### src/rtl/lcd_freq_display.sv
// Frequency readout pixel generator: shift-add-3 BCD conversion of data_fx, 9-digit 7-segment render.
// Optional LEADING_ZERO_BLANK_EN blanks digits above the most significant non-zero digit.
module lcd_freq_display #(
  parameter logic [10:0] X_START  = 11'd100,
  parameter logic [10:0] Y_START  = 11'd100,
  parameter logic [23:0] FG_COLOR = 24'hFF0000,
  parameter logic [23:0] BG_COLOR = 24'hFFFFFF
) (
  input  logic        lcd_pclk,
  input  logic        rst,
  input  logic [29:0] data_fx,
  input  logic        data_valid,
  input  logic [10:0] pixel_xpos,
  input  logic [10:0] pixel_ypos,
  output logic [23:0] pixel_data,
  output logic        busy,
  output logic        ovf
);

  localparam int unsigned BIN_W      = 30;
  localparam int unsigned NDIG       = 9;
  localparam int unsigned BCD_W      = 4 * NDIG;
  localparam int unsigned CELL_W     = 16;
  localparam int unsigned CELL_H     = 32;
  localparam int unsigned CELL_PITCH = 20;
  localparam logic [BIN_W-1:0] MAX_VAL = 30'd999_999_999;

  typedef enum logic [1:0] {IDLE, LOAD, SHIFT, COMMIT} state_t;

  state_t           state_q, state_d;
  logic [BIN_W-1:0] bin_q;
  logic [BCD_W-1:0] bcd_q, bcd_adj_c, disp_q;
  logic [4:0]       iter_q;
  logic             ovf_pend_q;
  logic             latch_en, load_en, shift_en, commit_en, busy_d;

  function automatic logic [BCD_W-1:0] add3_nibbles(input logic [BCD_W-1:0] b);
    logic [BCD_W-1:0] r;
    r = b;
    for (int i = 0; i < 9; i++) begin
      if (b[4*i +: 4] >= 4'd5) r[4*i +: 4] = b[4*i +: 4] + 4'd3;
    end
    return r;
  endfunction

  // Segment bits ordered {a,b,c,d,e,f,g}; codes 10-15 stay blank.
  function automatic logic [6:0] seg_map(input logic [3:0] d);
    logic [6:0] s;
    case (d)
      4'd0:    s = 7'b1111110;
      4'd1:    s = 7'b0110000;
      4'd2:    s = 7'b1101101;
      4'd3:    s = 7'b1111001;
      4'd4:    s = 7'b0110011;
      4'd5:    s = 7'b1011011;
      4'd6:    s = 7'b1011111;
      4'd7:    s = 7'b1110000;
      4'd8:    s = 7'b1111111;
      4'd9:    s = 7'b1111011;
      default: s = 7'b0000000;
    endcase
    return s;
  endfunction

  always_ff @(posedge lcd_pclk) begin
    if (rst) state_q <= IDLE;
    else     state_q <= state_d;
  end

  always_comb begin
    state_d   = state_q;
    latch_en  = 1'b0;
    load_en   = 1'b0;
    shift_en  = 1'b0;
    commit_en = 1'b0;
    busy_d    = 1'b1;
    case (state_q)
      IDLE: begin
        busy_d = 1'b0;
        if (data_valid) begin
          latch_en = 1'b1;
          busy_d   = 1'b1;
          state_d  = LOAD;
        end
      end
      LOAD: begin
        load_en = 1'b1;
        state_d = SHIFT;
      end
      SHIFT: begin
        shift_en = 1'b1;
        if (iter_q == 5'd29) state_d = COMMIT;
      end
      COMMIT: begin
        // Only swap digits during vertical blanking so a frame never tears.
        if (pixel_ypos == 11'd0) begin
          commit_en = 1'b1;
          busy_d    = 1'b0;
          state_d   = IDLE;
        end
      end
      default: state_d = IDLE;
    endcase
  end

  always_comb bcd_adj_c = add3_nibbles(bcd_q);

  always_ff @(posedge lcd_pclk) begin
    if (rst) begin
      busy       <= 1'b0;
      ovf        <= 1'b0;
      bin_q      <= '0;
      bcd_q      <= '0;
      iter_q     <= '0;
      ovf_pend_q <= 1'b0;
      disp_q     <= '0;
    end else begin
      busy <= busy_d;
      if (latch_en) bin_q <= data_fx;
      if (load_en) begin
        if (bin_q > MAX_VAL) begin
          bin_q      <= MAX_VAL;
          ovf_pend_q <= 1'b1;
        end else begin
          ovf_pend_q <= 1'b0;
        end
        bcd_q  <= '0;
        iter_q <= '0;
      end
      if (shift_en) begin
        bcd_q  <= {bcd_adj_c[BCD_W-2:0], bin_q[BIN_W-1]};
        bin_q  <= {bin_q[BIN_W-2:0], 1'b0};
        iter_q <= iter_q + 5'd1;
      end
      if (commit_en) begin
        disp_q <= bcd_q;
        ovf    <= ovf_pend_q;
      end
    end
  end

  logic        in_win_c, shown_c, lit_c;
  logic [10:0] dx_c, base_c;
  logic [3:0]  cell_c, dig_idx_c, digit_c;
  logic [4:0]  cx_c, cy_c;
  logic [6:0]  segs_c, hit_c;

  // Cell index and cell-local x found by compares against the fixed pitch.
  always_comb begin
    in_win_c = (pixel_xpos >= X_START) &&
               ({1'b0, pixel_xpos} <= {1'b0, X_START} + 12'(NDIG * CELL_PITCH - 1)) &&
               (pixel_ypos >= Y_START) &&
               ({1'b0, pixel_ypos} <= {1'b0, Y_START} + 12'(CELL_H - 1));
    dx_c   = pixel_xpos - X_START;
    cy_c   = 5'(pixel_ypos - Y_START);
    cell_c = 4'd0;
    base_c = 11'd0;
    for (int i = 1; i < 9; i++) begin
      if (dx_c >= 11'(CELL_PITCH * i)) begin
        cell_c = 4'(i);
        base_c = 11'(CELL_PITCH * i);
      end
    end
    cx_c      = 5'(dx_c - base_c);
    dig_idx_c = 4'(NDIG - 1) - cell_c;
    digit_c   = disp_q[{dig_idx_c, 2'b00} +: 4];
    segs_c    = seg_map(digit_c);
    hit_c[6]  = (cy_c <= 5'd2) && (cx_c >= 5'd2) && (cx_c <= 5'd13);
    hit_c[5]  = (cx_c >= 5'd13) && (cx_c <= 5'd15) && (cy_c >= 5'd2) && (cy_c <= 5'd15);
    hit_c[4]  = (cx_c >= 5'd13) && (cx_c <= 5'd15) && (cy_c >= 5'd16) && (cy_c <= 5'd29);
    hit_c[3]  = (cy_c >= 5'd29) && (cx_c >= 5'd2) && (cx_c <= 5'd13);
    hit_c[2]  = (cx_c <= 5'd2) && (cy_c >= 5'd16) && (cy_c <= 5'd29);
    hit_c[1]  = (cx_c <= 5'd2) && (cy_c >= 5'd2) && (cy_c <= 5'd15);
    hit_c[0]  = (cy_c >= 5'd14) && (cy_c <= 5'd16) && (cx_c >= 5'd2) && (cx_c <= 5'd13);
    lit_c     = in_win_c && (cx_c < 5'(CELL_W)) && shown_c && (|(segs_c & hit_c));
  end

`ifdef LEADING_ZERO_BLANK_EN
  logic [NDIG-1:0] show_c;

  // A digit is drawn if it or any more significant digit is non-zero; digit 0 always.
  always_comb begin
    show_c[8] = (disp_q[35:32] != 4'd0);
    for (int i = 7; i >= 1; i--) begin
      show_c[i] = show_c[i+1] | (disp_q[4*i +: 4] != 4'd0);
    end
    show_c[0] = 1'b1;
  end

  assign shown_c = show_c[dig_idx_c];
`else
  assign shown_c = 1'b1;
`endif

  always_ff @(posedge lcd_pclk) begin
    if (rst) pixel_data <= BG_COLOR;
    else     pixel_data <= lit_c ? FG_COLOR : BG_COLOR;
  end

endmodule
### config.mk
export PLATFORM = sky130hd
export DESIGN_NAME = lcd_freq_display
export DESIGN_NICKNAME = d
export VERILOG_FILES = /design/src/rtl/lcd_freq_display.sv
export SDC_FILE = /design/constraint.sdc
export NUM_CORES = 1
export LEC_CHECK = 0
export CORE_UTILIZATION = 51
export CTS_BUF_LIST = sky130_fd_sc_hd__clkbuf_4 sky130_fd_sc_hd__clkbuf_8
export CTS_CLUSTER_DIAMETER = 120
export DETAILED_ROUTE_END_ITERATION = 7
export HOLD_SLACK_MARGIN = 0.02
export PLACE_DENSITY = 0.76
export SLEW_MARGIN = 20
export SYNTH_ARGS = -nofsm -noshare
export SYNTH_HDL_FRONTEND = slang
export SYNTH_SLANG_ARGS = --single-unit
### constraint.sdc
create_clock -name lcd_pclk -period 6.3 [get_ports lcd_pclk]
set_input_delay 1.26 -clock lcd_pclk [delete_from_list [all_inputs] [get_ports lcd_pclk]]
set_output_delay 1.26 -clock lcd_pclk [all_outputs]
set_load 0.005 [all_outputs]
==> flow_summary_export.csv <==
group,metric,value,unit
worst_hold_path,hold_class,"flip-flop to flip-flop",
timing,drv_slew,0,
logic_synthesis,synth_cells,917,
detailed_routing,vias,6676,
floorplan,initial_core_util,53.1,%
clock_tree,cts_hold_repair.buffers,0,
floorplan,die_h,120,µm
timing,hold_viol_final,0,
clock_tree,clk_latency,0.44,ns
detailed_routing,drtIter0Drc,562,
placement,placed_cell_area,7910,µm²
floorplan,fp-row-count,42,
timing,period_share,91.1,%
logic_synthesis,syn_area,7140,µm²
logic_synthesis,synth_most_common_cell,"nand2_1",
placement,dp_hpwl,12.3,mm
grt,antenna_found_initial,0,
clock_tree,cts.sinks,113,
worst_setup_path,cp.required,6.62,ns
logic_synthesis,yosysWarnings,0,
worst_setup_path,start_kind,"input pin",
logic_synthesis,synth_area_leader_cell,"dfxtp_1",
logic_synthesis,synth_cell_type_count,73,
clock_tree,cts_buffer_depth,2,
timing,period_minus_slack,5.74,ns
logic_synthesis,synth.area.top_cells,"dfxtp_1 (32%), a21oi_1 (7.9%), ha_1 (7.4%)",
worst_setup_path,path_max_fanout,10,
outcome,status,"complete, no violations",
clock_tree,post-cts-setup-buffers,0,
timing,worst_slew_pin_slew,0.988,ns
job,maxCapViolations,0,
grt,grt_max_degree,99,
logic_synthesis,ys_seq_area_share,31.7,%
detailed_routing,wl_per_cell,15.3,µm
timing,setup-violations-final,0,
worst_hold_path,holdPathStages,2,
final_layout,area_growth,17.4,%
timing,rsz0062_at_grt,"no",
detailed_routing,first_pass_iters,5,
grt,grt_pass1_vias,6189,
clock_tree,cts-root-buf,"clkbuf_8",
logic_synthesis,ys.flop_type,"dfxtp_1",
floorplan,dieArea,14500,µm²
worst_setup_path,reg2reg_from,"state_q[0]$_SDFFE_PP0P_",
floorplan,core,13500,µm²
logic_synthesis,async_flop_share,0,%
detailed_routing,drt_wl_total,17.7,mm
detailed_routing,postRouteAntennaNets,0,
worst_hold_path,hp-start,"disp_q[31]$_SDFFE_PP0P_",
timing,skew,0.00918,ns
placement,portBuffers,72,
logic_synthesis,synth_top_area_share,31.7,%
final_layout,nets,1065,
logic_synthesis,synthTopCellsByCount,"nand2_1 (125), a21oi_1 (113), dfxtp_1 (113)",
detailed_routing,drc,0,
logic_synthesis,syn_avg_cell_area,7.79,µm²
logic_synthesis,synth_edf_count,0,
timing,max-slew-margin-rel,34.1,%
final_layout,diodes,0,
worst_setup_path,rrSetupSlack,3.53,ns
floorplan,dieWidth,120,µm
grt,grt_use_total,25.3,%
grt,grt_first_pass_wirelength,29.6,mm
worst_setup_path,worstSetupPathType,"input pin to flip-flop",
timing,setup-tns-final,0,ns
detailed_routing,via_per_inst,5.78,
final_layout,final_cell_area,8380,µm²
worst_setup_path,worst_setup_path_end_kind,"flip-flop",
grt,globalRoute.totalOverflow,0,
timing,fmax,174,MHz
logic_synthesis,synth-seq-cells,113,
clock_tree,clk_pin_slew_worst_paths,0.07,ns
floorplan,io-pin-count,81,
pwr,irDropWorstVdd,0.000314,V
placement,gp_congestion,0.865,
clock_tree,tritoncts,"yes",
worst_setup_path,r2r_end,"bcd_q[19]$_SDFFE_PP0P_",
pwr,cellLeakagePower,3.15,nW
clock_tree,cts_buffers,17,
clock_tree,cts_resized,0,
final_layout,final_layout_size_suffix_gt1_share,8.47,%
worst_hold_path,min_to,"disp_q[31]$_SDFFE_PP0P_",
worst_setup_path,cp.arrival,6.06,ns
worst_setup_path,reg2reg_depth,8,
clock_tree,cts_max_level,4,
pwr,power_density,280,nW/µm²
## power breakdown
| part | internal, W | switching (W) |
|---|---|---|
| sequential | 0.000780 | 0.0000568 |
| combinational | 0.000270 | 0.000424 |
| clock | 0.000492 | 0.000319 |
| total | 0.00154 | 0.000800 |
## layout make-up
cell class	count	area (µm²)
fillers	1189	5070
repair buffers	99	921
clock buffers	20	263
inverters	42	158
clock inverters	12	204
well taps	176	220
flip-flops and latches	113	2260
multi-input cells	694	4350
## sequential cells by signal, indices dropped and copies added, names as in the netlist
register	cells
bcd_q	36
disp_q	36
bin_q	30
iter_q	5
state_q	2
busy	1
ovf	1
ovf_pend_q	1
pixel_data	1
## cell families (layout without fill, tap and decap cells)
family | after synthesis | after routing | share of synthesized area (%)
AOI/OAI and AO/OA | 249 | 249 | 21.7
xor gates and xnor gates | 29 | 29 | 3.56
adders and majority gates | 43 | 43 | 7.64
buffers and inverters | 117 | 173 | 7.75
DFF | 113 | 113 | 31.7
muxes | 40 | 40 | 6.52
other | 1 | 8 | 0.0525
and+or+nand+nor | 325 | 325 | 21.1
## layer usage
metal	vias to the layer above	share of wire (%)	wire [µm]	track usage, %
li1	3305	-	-	-
met5	-	0	0	0
met3	32	5.5	976	4.91
met4	0	1.9	329	9.34
met1	3126	47	8280	33.6
met2	213	46	8090	40.8
## per-stage QoR
step / hold WS [ns] / worst slack, ns / cells / total power [W] / utilization, %
6_report: 0.453 / 0.561 / 1156 / 0.00234 / 62.3
5_1_grt: 0.480 / 0.149 / 1156 / 0.00247 / 62.3
4_1_cts: 0.455 / 0.570 / 1156 / 0.00234 / 62.3
3_5_place_dp: 0.446 / 0.105 / 1124 / 0.00154 / 58.8
3_3_place_gp: 0.439 / 0.176 / 1124 / 0.00153 / 58.8
2_1_floorplan: 0.427 / 0.376 / 924 / 0.00134 / -
## cell usage in the layout, fill, tap and decap left out, types with 20 or more instances in the layout
master / n
nor2_1: 98
nand2_1: 125
nor3_1: 20
a21oi_1: 113
ha_1: 42
clkdlybuf4s50_1: 71
buf_4: 28
o21ai_0: 37
dfxtp_1: 113
inv_1: 41
mux2i_1: 33
## worst max-delay path, cell delays in order
cell	delay, ns
clkdlybuf4s50_1	0.43
inv_1	0.12
ha_1	0.24
buf_4	0.20
o211ai_1	0.11
a211oi_2	0.39
a211oi_1	0.15
a311o_1	0.38
nand2_1	0.13
o21a_2	0.16
inv_2	0.05
ha_1	0.40
mux4_2	0.33
nand2_1	0.08
a21oi_1	0.07
a31oi_1	0.37
ha_1	0.24
or3b_2	0.45
a311o_1	0.32
o2111ai_1	0.10
o31ai_1	0.08
## worst max path at each step
stage | start | endpoint | slack, ns | cells after the start
global placement | pixel_xpos[4] | pixel_data[14]$_SDFF_PP1_ | 0.18 | 18
finish | pixel_xpos[3] | pixel_data[14]$_SDFF_PP1_ | 0.56 | 21
floorplan | pixel_xpos[2] | pixel_data[14]$_SDFF_PP1_ | 0.38 | 22
detailed placement | pixel_xpos[4] | pixel_data[14]$_SDFF_PP1_ | 0.10 | 18
global route | pixel_xpos[3] | pixel_data[14]$_SDFF_PP1_ | 0.15 | 21
CTS | pixel_xpos[4] | pixel_data[14]$_SDFF_PP1_ | 0.57 | 18
No activity file was read; power rests on OpenSTA's default activity.
